[config.mk]
export PLATFORM = sky130hd
export DESIGN_NAME = rr_onehot_arbiter
export DESIGN_NICKNAME = d
export VERILOG_FILES = /design/src/rtl/arb_pkg.sv /design/src/rtl/rr_pick.sv /design/src/rtl/rr_onehot_arbiter.sv
export SDC_FILE = /design/constraint.sdc
export NUM_CORES = 1
export LEC_CHECK = 0
export ABC_AREA = 0
export CAP_MARGIN = 25
export CORE_UTILIZATION = 30
export CTS_CLUSTER_SIZE = 8
export DETAILED_ROUTE_END_ITERATION = 8
export MAX_ROUTING_LAYER = met4
export PLACE_DENSITY = 0.53
export SYNTH_ARGS = -nofsm -noshare
export SYNTH_HDL_FRONTEND = slang
export SYNTH_SLANG_ARGS = --single-unit
[constraint.sdc]
create_clock -name clock -period 4 [get_ports clock]
set_input_delay 0.8 -clock clock [delete_from_list [all_inputs] [get_ports clock]]
set_output_delay 0.8 -clock clock [all_outputs]
set_load 0.01 [all_outputs]
[src/rtl/arb_pkg.sv]
// Shared constants, state encoding and sizing helper for the one-hot grant arbiter.
package arb_pkg;

   localparam int unsigned N_DEFAULT = 16;

   // Pointer/index width for an N-wide request vector (at least one bit).
   function automatic int unsigned idx_w(input int unsigned n);
      return (n > 1) ? $clog2(n) : 1;
   endfunction

   typedef enum logic {
      ST_IDLE  = 1'b0,
      ST_GRANT = 1'b1
   } state_t;

endpackage

[src/rtl/rr_pick.sv]
// Rotating-priority one-hot pick: first set request at or above ptr, wrapping N-1 -> 0.
module rr_pick
   import arb_pkg::*;
#(
   parameter int unsigned N     = N_DEFAULT,
   parameter int unsigned IDX_W = idx_w(N)
) (
   input  logic [N-1:0]     req,
   input  logic [IDX_W-1:0] ptr,
   output logic [N-1:0]     onehot,
   output logic             any
);

   logic [N-1:0]   keep;
   logic [2*N-1:0] dbl;
   logic [2*N-1:0] lowest;

   // Lower copy only sees bits >= ptr; the upper copy supplies the wrapped search.
   always_comb begin
      keep   = {N{1'b1}} << ptr;
      dbl    = {req, req & keep};
      lowest = dbl & (~dbl + (2*N)'(1));
      onehot = lowest[N-1:0] | lowest[2*N-1:N];
      any    = |req;
   end

endmodule

[src/rtl/rr_onehot_arbiter.sv]
// Round-robin arbiter with registered one-hot grant and valid/ack hold.
// Define ARB_FIXED_PRIO_EN for fixed lowest-index-wins priority (no rotating pointer).
module rr_onehot_arbiter
   import arb_pkg::*;
#(
   parameter int unsigned N = N_DEFAULT
) (
   input  logic         clock,
   input  logic         reset,
   input  logic [N-1:0] req,
   input  logic         enable,
   input  logic         ack,
   output logic [N-1:0] grant,
   output logic         grant_valid
);

   localparam int unsigned IDX_W = idx_w(N);

   state_t           state;
   state_t           state_nx;
   logic [N-1:0]     grant_nx;
   logic             grant_valid_nx;
   logic [IDX_W-1:0] pick_ptr;
   logic [N-1:0]     pick_onehot;
   logic             pick_any;

`ifdef ARB_FIXED_PRIO_EN
`else
   logic [IDX_W-1:0] ptr;
   logic [IDX_W-1:0] ptr_nx;
   logic [IDX_W-1:0] gidx;
   logic [IDX_W-1:0] gidx_inc;

   // Index of the currently held grant and its successor (N is a power of two).
   always_comb begin
      gidx = '0;
      for (int i = 0; i < N; i++) begin
         if (grant[i]) gidx = gidx | IDX_W'(i);
      end
      gidx_inc = gidx + IDX_W'(1);
   end
`endif

   rr_pick #(
      .N     (N),
      .IDX_W (IDX_W)
   ) u_pick (
      .req    (req),
      .ptr    (pick_ptr),
      .onehot (pick_onehot),
      .any    (pick_any)
   );

   // Next state; one picker serves both the IDLE pick and the ack-time re-pick.
   always_comb begin
      state_nx       = state;
      grant_nx       = grant;
      grant_valid_nx = grant_valid;
`ifdef ARB_FIXED_PRIO_EN
      pick_ptr       = '0;
`else
      ptr_nx         = ptr;
      pick_ptr       = ptr;
`endif
      case (state)
         ST_IDLE: begin
            grant_nx       = '0;
            grant_valid_nx = 1'b0;
            if (enable && pick_any) begin
               grant_nx       = pick_onehot;
               grant_valid_nx = 1'b1;
               state_nx       = ST_GRANT;
            end
         end
         ST_GRANT: begin
`ifdef ARB_FIXED_PRIO_EN
`else
            pick_ptr = gidx_inc;
`endif
            if (ack) begin
`ifdef ARB_FIXED_PRIO_EN
`else
               ptr_nx = gidx_inc;
`endif
               if (enable && pick_any) begin
                  grant_nx = pick_onehot;
               end else begin
                  grant_nx       = '0;
                  grant_valid_nx = 1'b0;
                  state_nx       = ST_IDLE;
               end
            end
         end
      endcase
   end

   always_ff @(posedge clock) begin
      if (reset) begin
         state       <= ST_IDLE;
         grant       <= '0;
         grant_valid <= 1'b0;
`ifdef ARB_FIXED_PRIO_EN
`else
         ptr         <= '0;
`endif
      end else begin
         state       <= state_nx;
         grant       <= grant_nx;
         grant_valid <= grant_valid_nx;
`ifdef ARB_FIXED_PRIO_EN
`else
         ptr         <= ptr_nx;
`endif
      end
   end

endmodule
* Yosys cells after proc, flatten, opt, wreduce, memory -nomap -nowiden
Cells that the tools add are included.
** Cells by class
- Add/sub/neg operators :: 2
- Eq/ne operators :: 2
- Shift-type cells :: 1
- Muxes and demuxes :: 25
- Bitwise gates (word level) :: 5
- Reductions and logical operators :: 4
** Operator list (count)
- 4-bit 2-to-1 mux :: 9
- 32-bit by 1-bit adder with 32-bit output, second input constant :: 1
- 32-bit bitwise AND :: 1
- 16-bit 2-to-1 mux :: 2
- 32-bit NOT :: 1
- 16-bit one-hot mux with 2 select lines :: 1
- 16-bit bitwise AND :: 1
- 16-bit OR :: 1
- 16-bit OR reduction :: 1
- 16-bit by 4-bit << shifter with 16-bit output, first input constant :: 1
- 3-bit 2-to-1 mux :: 4
- 1-bit 2-to-1 mux :: 5
- 4-bit by 1-bit adder with 4-bit output, second input constant :: 1
- 2-bit 2-to-1 mux :: 2
- 2-bit inequality test, second input constant :: 2
- 1-bit one-hot mux with 2 select lines :: 2
- 2-bit AND reduction :: 2
- 1-bit logical AND :: 1
- 1-bit NOT :: 1
** Word-level totals
- Register bits after elaboration :: 22
- Input bits :: 20
- Word-level logic and storage cells :: 43

* Longest topological paths before layout
Gate-level depths: netlist (run 1).
- Depth in word-level cells :: 26
- Depth in mapped cells :: 11
- Depth with buffers taken out :: 11

* Cells and area by module
From an unflattened synthesis (run 1), not the netlist that was laid out.
** Unflattened totals
- Cells, all modules :: 225
- Area total of the unflattened synthesis :: 1621.6 um2
** By module, submodules not included
- rr_onehot_arbiter :: instances 1, cells an instance 107, area an instance 937.1 um2, sequential area each 440.4 um2
- rr_pick :: instances 1, cells an instance 118, area an instance 684.4 um2, sequential area each 0.0 um2

* Least setup slack after synthesis (run 1)
No wires, ideal clock.
- Path type :: register -> register
- Start :: reg grant[7]
- End :: reg grant[1]
- Setup time :: 0.084 ns
- Data arrival time :: 3.272 ns
- Setup slack :: 0.644 ns
- Cell stages (with the launch flop) :: 12
- Period minus slack after synthesis :: 3.356 ns
- Path through :: dfxtp_1 > nor4_4 > nand2_1 > ha_1 > nor2b_1 > a21boi_0 > a311o_1 > a221oi_4 > a31oi_2 > or3_4 > or3_4 > o31ai_2
** On the way
- Cells in the longest elaborated chain, start to end :: 20
** Ends and longest elaborated chain
- from (decl) :: RTL line rr_onehot_arbiter.sv:13 : output logic [N-1:0] grant,
- from (signal assigned) :: RTL line rr_onehot_arbiter.sv:108 : grant <= grant_nx;
- 3-bit 2-to-1 mux * :: RTL line rr_onehot_arbiter.sv:38 : if (grant[i]) gidx = gidx | IDX_W'(i);
- 4-bit 2-to-1 mux * (8 in series) :: RTL line rr_onehot_arbiter.sv:38
- 4-bit by 1-bit adder with 4-bit output * :: RTL line rr_onehot_arbiter.sv:40 : gidx_inc = gidx + IDX_W'(1);
- named net gidx_inc[1] :: RTL line rr_onehot_arbiter.sv:32 : logic [IDX_W-1:0] gidx_inc;
- 4-bit 2-to-1 mux * :: RTL line rr_onehot_arbiter.sv:65 : case (state)
- 16-bit by 4-bit << shifter with 16-bit output * :: RTL line rr_pick.sv:20 : keep = {N{1'b1}} << ptr;
- 16-bit bitwise AND * :: RTL line rr_pick.sv:21 : dbl = {req, req & keep};
- 32-bit NOT :: RTL line rr_pick.sv:22 : lowest = dbl & (~dbl + (2*N)'(1));
- 32-bit by 1-bit adder with 32-bit output :: RTL line rr_pick.sv:22
- 32-bit bitwise AND * :: RTL line rr_pick.sv:22
- 16-bit OR * :: RTL line rr_pick.sv:23 : onehot = lowest[N-1:0] | lowest[2*N-1:N];
- 16-bit 2-to-1 mux * :: RTL line rr_onehot_arbiter.sv:69, rr_onehot_arbiter.sv:85
- 16-bit 2-to-1 mux :: RTL line rr_onehot_arbiter.sv:80 : if (ack) begin
- 16-bit one-hot mux with 2 select lines * :: RTL line rr_onehot_arbiter.sv:65
The timed path passes the listed nets; every way through them passes the cells marked *. The select of a mux whose other input is x is not followed.
A chain may end at the register's enable or synchronous reset.

* Worst setup path after layout (run 1)
Same ends and word-level chain as after synthesis.

==> results.py, run 1 <==
metrics = {
    "yosys": {
        "netlist_instances": 227,
        "synth.top_cell.area_share_pct": 24.7,
        "synth_area_per_cell_sq_um": 7.87,
        "yosysMostFrequentCell": "nand2_1",
        "yosysSeqAreaShare_pct": 24.7,
        "dominantRegCellSynth": "dfxtp_1",
        "ys_top_cells_by_count": "nand2_1 (24), dfxtp_1 (22), nor2_1 (22)",
        "synthTopCellsByArea": "dfxtp_1 (25%), nand2_1 (5.0%), nor2_1 (4.6%)",
        "synth_nets": 248,
        "synth-edff-count": 0,
        "yosysWarnings": 0,
        "synth.distinct_cells": 61,
        "yosys.area.top_type": "dfxtp_1",
        "syn-cell-area_sq_um": 1790,
        "ys_seq_elements": 22,
        "async_flop_share_pct": 0,
    },
    "placement": {
        "place.port_buffers": 36,
        "post-dp-hpwl_mm": 5.36,
        "dpl_cell_area_sq_um": 2330,
        "place_congestion": 0.922,
    },
    "power_and_ir_drop": {
        "leakagePower_nw": 0.896,
        "power_density_nw_per_um2": 217,
        "vdd_drop_max_mv": 0.125,
    },
    "hold_path": {
        "worstHoldStart": "grant_valid",
        "hold_path_class": "reg2reg",
    },
    "timing": {
        "tightestPinTransition_ps": 582,
        "hold_viol": 0,
        "tns_ps": 0,
        "finalSetupViolations": 0,
        "slew_violations": 0,
        "fmax_mhz": 266,
        "relSlewSlack_pct": 60.8,
        "rsz0062_at_grt": "false",
        "fin_skew_ps": 7.15,
        "fin_crit_sh_pct": 94.1,
        "period_needed_ps": 3760,
    },
    "clock_tree": {
        "cts_tree": "done",
        "cts-resized-gates": 0,
        "clk_pin_slew_ps": 90,
        "root_buffer": "clkbuf_8",
        "cts_setup_buffers": 0,
        "cts_sinks": 22,
        "clk_latency_ps": 270,
        "numCtsBuffers": 3,
        "htreeDepth": 1,
        "clockBufferDepth": 2,
        "hold_buffers": 0,
    },
    "setup_path": {
        "crit_required_ps": 4190,
        "critPathArrivalTime_ps": 3950,
        "end_kind": "flip-flop",
        "crit_fanout": 8,
        "r2r_start": "grant[7]",
        "critPathKind": "reg2reg",
        "start_kind": "flip-flop",
        "startpoint": "grant[7]",
    },
    "finish": {
        "nFillCells": 609,
        "multi_input_area_sq_um": 1310,
        "seqCellArea_sq_um": 440,
        "stdcell_area_sq_um": 2390,
        "drive_gt1_share_pct": 16.5,
        "antenna_cells": 0,
        "areaGrowthSynthToFinish_pct": 34.1,
        "final_nets": 300,
    },
    "die": {
        "core_sq_um": 5610,
        "dieArea_sq_um": 6260,
        "num_io_pins": 37,
        "fp-row-count": 27,
        "die_h_microns": 79.1,
        "fp.dieW_microns": 79.1,
        "start_util_pct": 31.8,
    },
    "global_route": {
        "grt_max_degree": 16,
        "grt-ovfl-total": 0,
        "grtUsageTotal_pct": 23.3,
        "grt_pass1_wl_mm": 10.8,
        "antenna_found_initial": 0,
        "grt_pass1_vias": 1982,
    },
    "detailed_routing": {
        "finalWirelength_mm": 6.76,
        "drtIter0Drc": 150,
        "wl_per_cell_microns": 19.3,
        "drtAntennaViolNets": 0,
        "viasPerCell": 5.97,
        "drcViolationCount": 0,
        "via_count": 2090,
        "dr.pass1.iters": 4,
    },
    "outcome": {
        "status": "finished, final reports clean",
    },
    "job": {
        "drv_cap": 0,
    },
}
-- state kept, by name (all words and copies together), names as in the netlist --
register,cells
grant,16
ptr,4
grant_valid,1
state,1
-- layer usage --
layer | GRT usage, % | part of all wire [%] | vias up
li1 | - | - | 1010
met1 | 30.6 | 47 | 963
met2 | 36.6 | 45 | 97
met3 | 2.64 | 5.6 | 20
met4 | 8.73 | 2.8 | 0
met5 | - | 0 | -
-- area by class of cell --
type / count / area share, %
repair buffers: 52 / 20.1
flip-flops and latches: 22 / 18.4
multi-input cells: 195 / 54.7
clock buffers: 4 / 2.30
well taps: 72 / 3.76
inverters: 5 / 0.784
-- worst max-delay path: stages, from the launching register on --
cell	delay, ps
dfxtp_1	380
nor4_4	490
nand2_1	180
ha_1	380
nor2b_1	100
a21boi_0	150
a311o_1	470
a221oi_4	420
a31oi_2	180
or3_4	400
or3_4	370
o31ai_2	170
-- power by group --
group          switching, mW  internal, mW  leakage (nW)
Clock                 0.0793        0.0879        0.0288
Combinational         0.0683        0.0535         0.689
Sequential           0.00687         0.223         0.178
Total                  0.154         0.364         0.896
-- through the flow --
| stage | util, % | setup WS, ps | power, mW | hold WS, ps | cells |
|---|---|---|---|---|---|
| final | 42.7 | 237 | 0.519 | 474 | 350 |
| after global routing | 42.7 | 2.24 | 0.548 | 516 | 350 |
| after CTS | 42.6 | 224 | 0.524 | 483 | 350 |
| after detailed placement | 41.6 | 271 | 0.354 | 460 | 346 |
| after global placement | 41.6 | 238 | 0.355 | 451 | 346 |
| after floorplan | - | 644 | 0.291 | 471 | 227 |
-- placed cells by master, fill, tap and decap left out, types with 3 or more instances in the layout --
cell and instances:
clkdlybuf4s50_1 36, nand2_1 24, nor2_1 22, dfxtp_1 22, buf_4 16, a21oi_1 15
o21ai_0 9, nor4_1 8, nand4_1 8, nand3_1 7, nor3_1 7, or4_1 6
a31o_2 6, inv_1 5, o21ai_1 5, nor2b_1 4, nand3b_1 4, and2_1 4
a21boi_0 4, a211oi_1 4, a32o_1 4, clkbuf_8 4, a32oi_1 3
-- final timing paths --
kind	endpoint	slack (ps)	cells after the start
hold reg to reg	grant_valid	470	1
setup reg to reg	grant[1]	240	11
setup / recovery	grant[1]	240	11
hold / removal	grant_valid	470	1
-- kinds of logic (layout without fill, tap and decap cells) --
family | count (synthesis) | in the layout | share of synthesized area (%)
buffers and inverters | 10 | 61 | 2.31
multiplexers | 1 | 1 | 0.771
AND/OR/NAND/NOR | 114 | 114 | 37.3
flip-flops | 22 | 22 | 24.7
adder cells (fa/ha/maj) | 1 | 1 | 0.701
XOR/XNOR | 1 | 1 | 0.491
AO/OA/AOI/OAI | 78 | 78 | 33.8
Power figures use the tool's default switching activity.
==> run 2, diff against run 1 <==
Settings changed: CORE_UTILIZATION 30 to 41, PLACE_DENSITY 0.53 to 0.67.
==> results.py, run 2 (synthesis results as in run 1) <==
metrics = {
    "outcome": {
        "status": "finished, final reports clean",
    },
    "clock_tree": {
        "htreeDepth": 1,
        "root_buffer": "clkbuf_8",
        "clockBufferDepth": 2,
        "cts_sinks": 22,
        "cts_setup_buffers": 0,
        "cts_tree": "done",
        "clk_latency_ps": 270,
        "numCtsBuffers": 3,
        "clk_pin_slew_ps": 90,
        "cts-resized-gates": 0,
        "hold_buffers": 0,
    },
    "timing": {
        "rsz0062_at_grt": "false",
        "relSlewSlack_pct": 35.1,
        "period_needed_ps": 3810,
        "finalSetupViolations": 0,
        "worst_slack_ps": 193,
        "holdWs_ps": 477,
        "hold_viol": 0,
        "tightestPinTransition_ps": 970,
        "fin_crit_sh_pct": 95.2,
        "slew_violations": 0,
        "fin_skew_ps": 10.1,
        "tns_ps": 0,
        "fmax_mhz": 263,
    },
    "setup_path": {
        "r2r_slack_ps": 190,
        "cp_slowest_stage_delay_ps": 500,
        "r2r_start": "grant[7]",
        "r2r_end": "grant[9]",
        "crit_required_ps": 4210,
        "path_cells": "nor4_4, nand2_1, ha_1, nor2b_1, a21boi_0, a311o_1, a221oi_4, a31oi_2, or3_4, nor2_1, a41o_1",
        "critPathKind": "reg2reg",
        "critPathArrivalTime_ps": 4020,
        "end_kind": "flip-flop",
        "start_kind": "flip-flop",
        "r2r_cells": 11,
        "crit_slowest_cell": "nor4_4",
        "crit_fanout": 8,
        "critPathTopFamily": "simple AND/OR/NAND/NOR gates",
        "crit_buf_inv": 0,
    },
    "hold_path": {
        "holdPathStages": 1,
        "hold_path_class": "reg2reg",
        "worstHoldStart": "grant_valid",
        "whs_endpoint": "grant_valid",
    },
    "finish": {
        "antenna_cells": 0,
        "drive_gt1_share_pct": 13.4,
        "top_register": "grant",
        "layout_commonest_cell": "clkdlybuf4s50_1",
        "areaGrowthSynthToFinish_pct": 28.1,
        "largest_registers": "grant (16), ptr (4)",
        "largest_reg_flops": 16,
        "final_nets": 292,
        "layout_common_cells": "clkdlybuf4s50_1 (36), nand2_1 (24), nor2_1 (22), dfxtp_1 (22), a21oi_1 (15)",
        "postLayoutCoreUtil_pct": 56.0,
        "stdcell_area_sq_um": 2290,
        "stdcell_count": 319,
        "nFillCells": 414,
    },
    "detailed_routing": {
        "viasPerCell": 6.65,
        "wl_per_cell_microns": 19.4,
        "via_count": 2121,
        "dr.pass1.iters": 5,
        "drtIter0Drc": 214,
        "drtAntennaViolNets": 0,
        "finalWirelength_mm": 6.18,
        "drcViolationCount": 0,
    },
    "global_route": {
        "antenna_found_initial": 0,
        "grtUsageTotal_pct": 29.0,
        "grt_max_degree": 16,
        "grt_pass1_wl_mm": 9.63,
        "grt-ovfl-total": 0,
        "grt_pass1_vias": 1905,
    },
    "power_and_ir_drop": {
        "vdd_drop_max_mv": 0.133,
        "leakagePower_nw": 0.847,
        "power_density_nw_per_um2": 213,
        "p_total_uw": 487,
    },
    "die": {
        "dieArea_sq_um": 4620,
        "core_sq_um": 4090,
        "num_io_pins": 37,
        "start_util_pct": 43.7,
        "fp.dieW_microns": 68.0,
        "die_h_microns": 68.0,
        "fp-row-count": 23,
    },
    "placement": {
        "dp_cells": 316,
        "post-place-ws_ps": 308,
        "place.port_buffers": 36,
        "place_congestion": 1.02,
        "dpl_cell_area_sq_um": 2250,
        "post-dp-hpwl_mm": 4.81,
    },
    "job": {
        "drv_cap": 0,
    },
}
[run 2: cell types whose count changed in the layout (fill, tap and decap cells not counted)]
cell | before | now
buf_4 | 16 | 8
clkbuf_8 | 4 | 3
nor4_1 | 8 | 9
nor4_2 | 1 | 0
[run 2: cell type report]
type                            count  area, sq um  area share (%)
Clock buffer                        3         41.3            1.81
Inverter                            5         18.8           0.821
Multi-Input combinational cell    195         1300            57.0
Sequential cell                    22          440            19.3
Tap cell                           50         62.6            2.74
Timing Repair Buffer               44          420            18.4
[run 2: metal layers]
layer	vias to the layer above	track usage, %	share of wire, %
met5	-	-	0
met2	126	43.0	43
met1	985	39.3	44
met4	0	8.85	2.5
met3	22	5.83	10
li1	988	-	-
[run 2: worst max-delay path by stage]
stage	from	endpoint	slack, ps	depth (start not counted)
after floorplan	grant[7]	grant[1]	640	11
after global placement	grant[7]	grant[0]	320	11
after detailed placement	grant[7]	grant[0]	310	11
after CTS	grant[7]	grant[0]	290	11
after global routing	grant[7]	grant[1]	20	11
final	grant[7]	grant[9]	190	11
[run 2: report_power, final]
part / internal, mW / total [mW] / switching, mW
combinational: 0.0487 / 0.113 / 0.0646
sequential: 0.223 / 0.230 / 0.00672
clock: 0.0675 / 0.144 / 0.0768
==> run 3, diff against run 2 <==
Settings changed: CORE_MARGIN set to 4, PLACE_DENSITY 0.67 to 0.68, SYNTH_HIERARCHICAL set to 1.
==> results.py, run 3 <==
metrics = {
    "die": {
        "core_sq_um": 3740,
        "num_io_pins": 37,
        "die_h_microns": 70.9,
        "fp-row-count": 22,
        "dieArea_sq_um": 5030,
        "start_util_pct": 43.3,
        "fp.dieW_microns": 70.9,
    },
    "finish": {
        "antenna_cells": 0,
        "drive_gt1_share_pct": 9.20,
        "largest_registers": "grant (16), ptr (4)",
        "layout_common_cells": "nor2_1 (37), clkdlybuf4s50_1 (36), nand2_1 (22), dfxtp_1 (22), a22oi_1 (16)",
        "largest_reg_flops": 16,
        "areaGrowthSynthToFinish_pct": 29.9,
        "final_nets": 283,
        "nFillCells": 375,
        "seqCellArea_sq_um": 440,
        "top_register": "grant",
        "layout_commonest_cell": "nor2_1",
        "stdcell_count": 309,
        "multi_input_area_sq_um": 1110,
    },
    "detailed_routing": {
        "drtAntennaViolNets": 0,
        "dr.pass1.iters": 4,
        "drtIter0Drc": 165,
        "drcViolationCount": 0,
        "finalWirelength_mm": 4.75,
        "wl_per_cell_microns": 15.4,
        "viasPerCell": 5.97,
        "via_count": 1845,
    },
    "job": {
        "drv_cap": 0,
    },
    "clock_tree": {
        "hold_buffers": 0,
        "numCtsBuffers": 3,
        "cts_setup_buffers": 0,
        "clockBufferDepth": 2,
        "htreeDepth": 1,
        "clk_latency_ps": 260,
        "cts_tree": "done",
        "cts_sinks": 22,
        "cts-resized-gates": 0,
        "root_buffer": "clkbuf_8",
        "clk_pin_slew_ps": 80,
    },
    "global_route": {
        "grt_max_degree": 22,
        "grt_pass1_vias": 1673,
        "grt-ovfl-total": 0,
        "grtUsageTotal_pct": 19.8,
        "antenna_found_initial": 0,
        "grt_pass1_wl_mm": 8.02,
    },
    "timing": {
        "finalSetupViolations": 0,
        "slew_violations": 0,
        "fin_skew_ps": 5.95,
        "tns_ps": 0,
        "relSlewSlack_pct": 32.5,
        "rsz0062_at_grt": "false",
        "hold_viol": 0,
        "fmax_mhz": 272,
        "period_needed_ps": 3670,
        "tightestPinTransition_ps": 1010,
        "fin_crit_sh_pct": 91.8,
        "worst_slack_ps": 328,
    },
    "placement": {
        "place_congestion": 0.961,
        "post-dp-hpwl_mm": 3.78,
        "dp_cells": 305,
        "post-place-ws_ps": 360,
        "place.port_buffers": 36,
    },
    "yosys": {
        "ys_top_cells_by_count": "nor2_1 (37), dfxtp_1 (22), nand2_1 (22)",
        "netlist_instances": 225,
        "dominantRegCellSynth": "dfxtp_1",
        "yosys.area.top_type": "dfxtp_1",
        "syn-cell-area_sq_um": 1620,
        "synth_nets": 246,
        "yosysSeqAreaShare_pct": 27.2,
        "synth_area_per_cell_sq_um": 7.21,
        "synth-edff-count": 0,
        "ys_seq_elements": 22,
        "async_flop_share_pct": 0,
        "synthTopCellsByArea": "dfxtp_1 (27%), nor2_1 (8.6%), a22oi_1 (7.4%)",
        "yosysWarnings": 6,
        "synth.top_cell.area_share_pct": 27.2,
        "yosysMostFrequentCell": "nor2_1",
        "synth.distinct_cells": 53,
    },
    "setup_path": {
        "r2r_start": "grant[15]",
        "r2r_cells": 11,
        "end_kind": "flip-flop",
        "startpoint": "grant[15]",
        "r2r_end": "grant[7]",
        "cp_slowest_stage_delay_ps": 570,
        "start_kind": "flip-flop",
        "critPathArrivalTime_ps": 3870,
        "r2r_slack_ps": 330,
        "crit_path_end": "grant[7]",
        "path_cells": "or4_4, or2_4, a311oi_1, a221o_1, nand4_1, a21oi_1, a21boi_1, nand4_1, o41ai_1, a22oi_1, nor2_1",
        "crit_fanout": 10,
        "crit_required_ps": 4190,
        "critPathKind": "reg2reg",
        "cp_common_cell": "nand4_1",
        "crit_slowest_cell": "or4_4",
    },
    "hold_path": {
        "hold_path_class": "reg2reg",
        "holdPathStages": 2,
    },
    "power_and_ir_drop": {
        "vdd_drop_max_mv": 0.138,
        "leakagePower_nw": 0.726,
        "power_density_nw_per_um2": 241,
    },
    "outcome": {
        "status": "finished, final reports clean",
    },
}
==> run 3: power breakdown <==
part,switching (mW),internal (mW)
registers,0.00407,0.224
logic,0.0685,0.0527
clock network,0.0716,0.0877
==> run 3: how the worst min path moves through the flow <==
stage / end / slack, ps / start
finish: ptr[2] / 460 / ptr[2]
global route: grant_valid / 500 / grant_valid
CTS: ptr[2] / 460 / ptr[2]
detailed placement: ptr[1] / 450 / ptr[1]
global placement: ptr[2] / 450 / ptr[2]
floorplan: ptr[1] / 430 / ptr[1]
==> run 3: final cells by class <==
type / instances / share of cell area [%]
Clock buffer: 4 / 2.61
Inverter: 7 / 1.25
Timing Repair Buffer: 43 / 19.6
Sequential cell: 22 / 20.9
Tap cell: 48 / 2.85
Multi-Input combinational cell: 185 / 52.8
==> run 3: cell families (layout without fill, tap and decap cells) <==
group,after synthesis,count (layout),synth area share (%)
and+or+nand+nor,120,120,39.4
AOI/OAI and AO/OA,61,61,26.2
DFF,22,22,27.2
buffers and inverters,18,54,4.55
muxes,3,3,2.01
adders and majority gates,1,1,0.771
==> run 3: metal layers <==
| metal | wire length, microns | global-route usage [%] | share of wire, % | up-vias |
|---|---|---|---|---|
| met5 | 0 | - | 0 | - |
| met4 | 28 | 5.22 | 0.59 | 0 |
| met3 | 424 | 2.56 | 8.9 | 5 |
| met2 | 2180 | 31.5 | 46 | 92 |
| li1 | - | - | - | 921 |
| met1 | 2110 | 26.5 | 44 | 827 |
==> run 3: stage by stage <==
stage,util [%],total power [mW],instance area (sq um),hold WS (ps)
5_1_grt,56.3,0.530,2110,502
3_5_place_dp,54.7,0.352,2050,451
2_1_floorplan,-,0.301,1620,434
4_1_cts,56.1,0.508,2100,463
6_report,56.3,0.508,2110,461
3_3_place_gp,54.7,0.352,2050,446
==> run 3: worst max-delay path, delay by kind of cell, from the launching register on <==
| kind | cells | cell delay [ps] |
|---|---|---|
| compound gates | 6 | 1810 |
| flops | 1 | 350 |
| simple gates | 5 | 1440 |
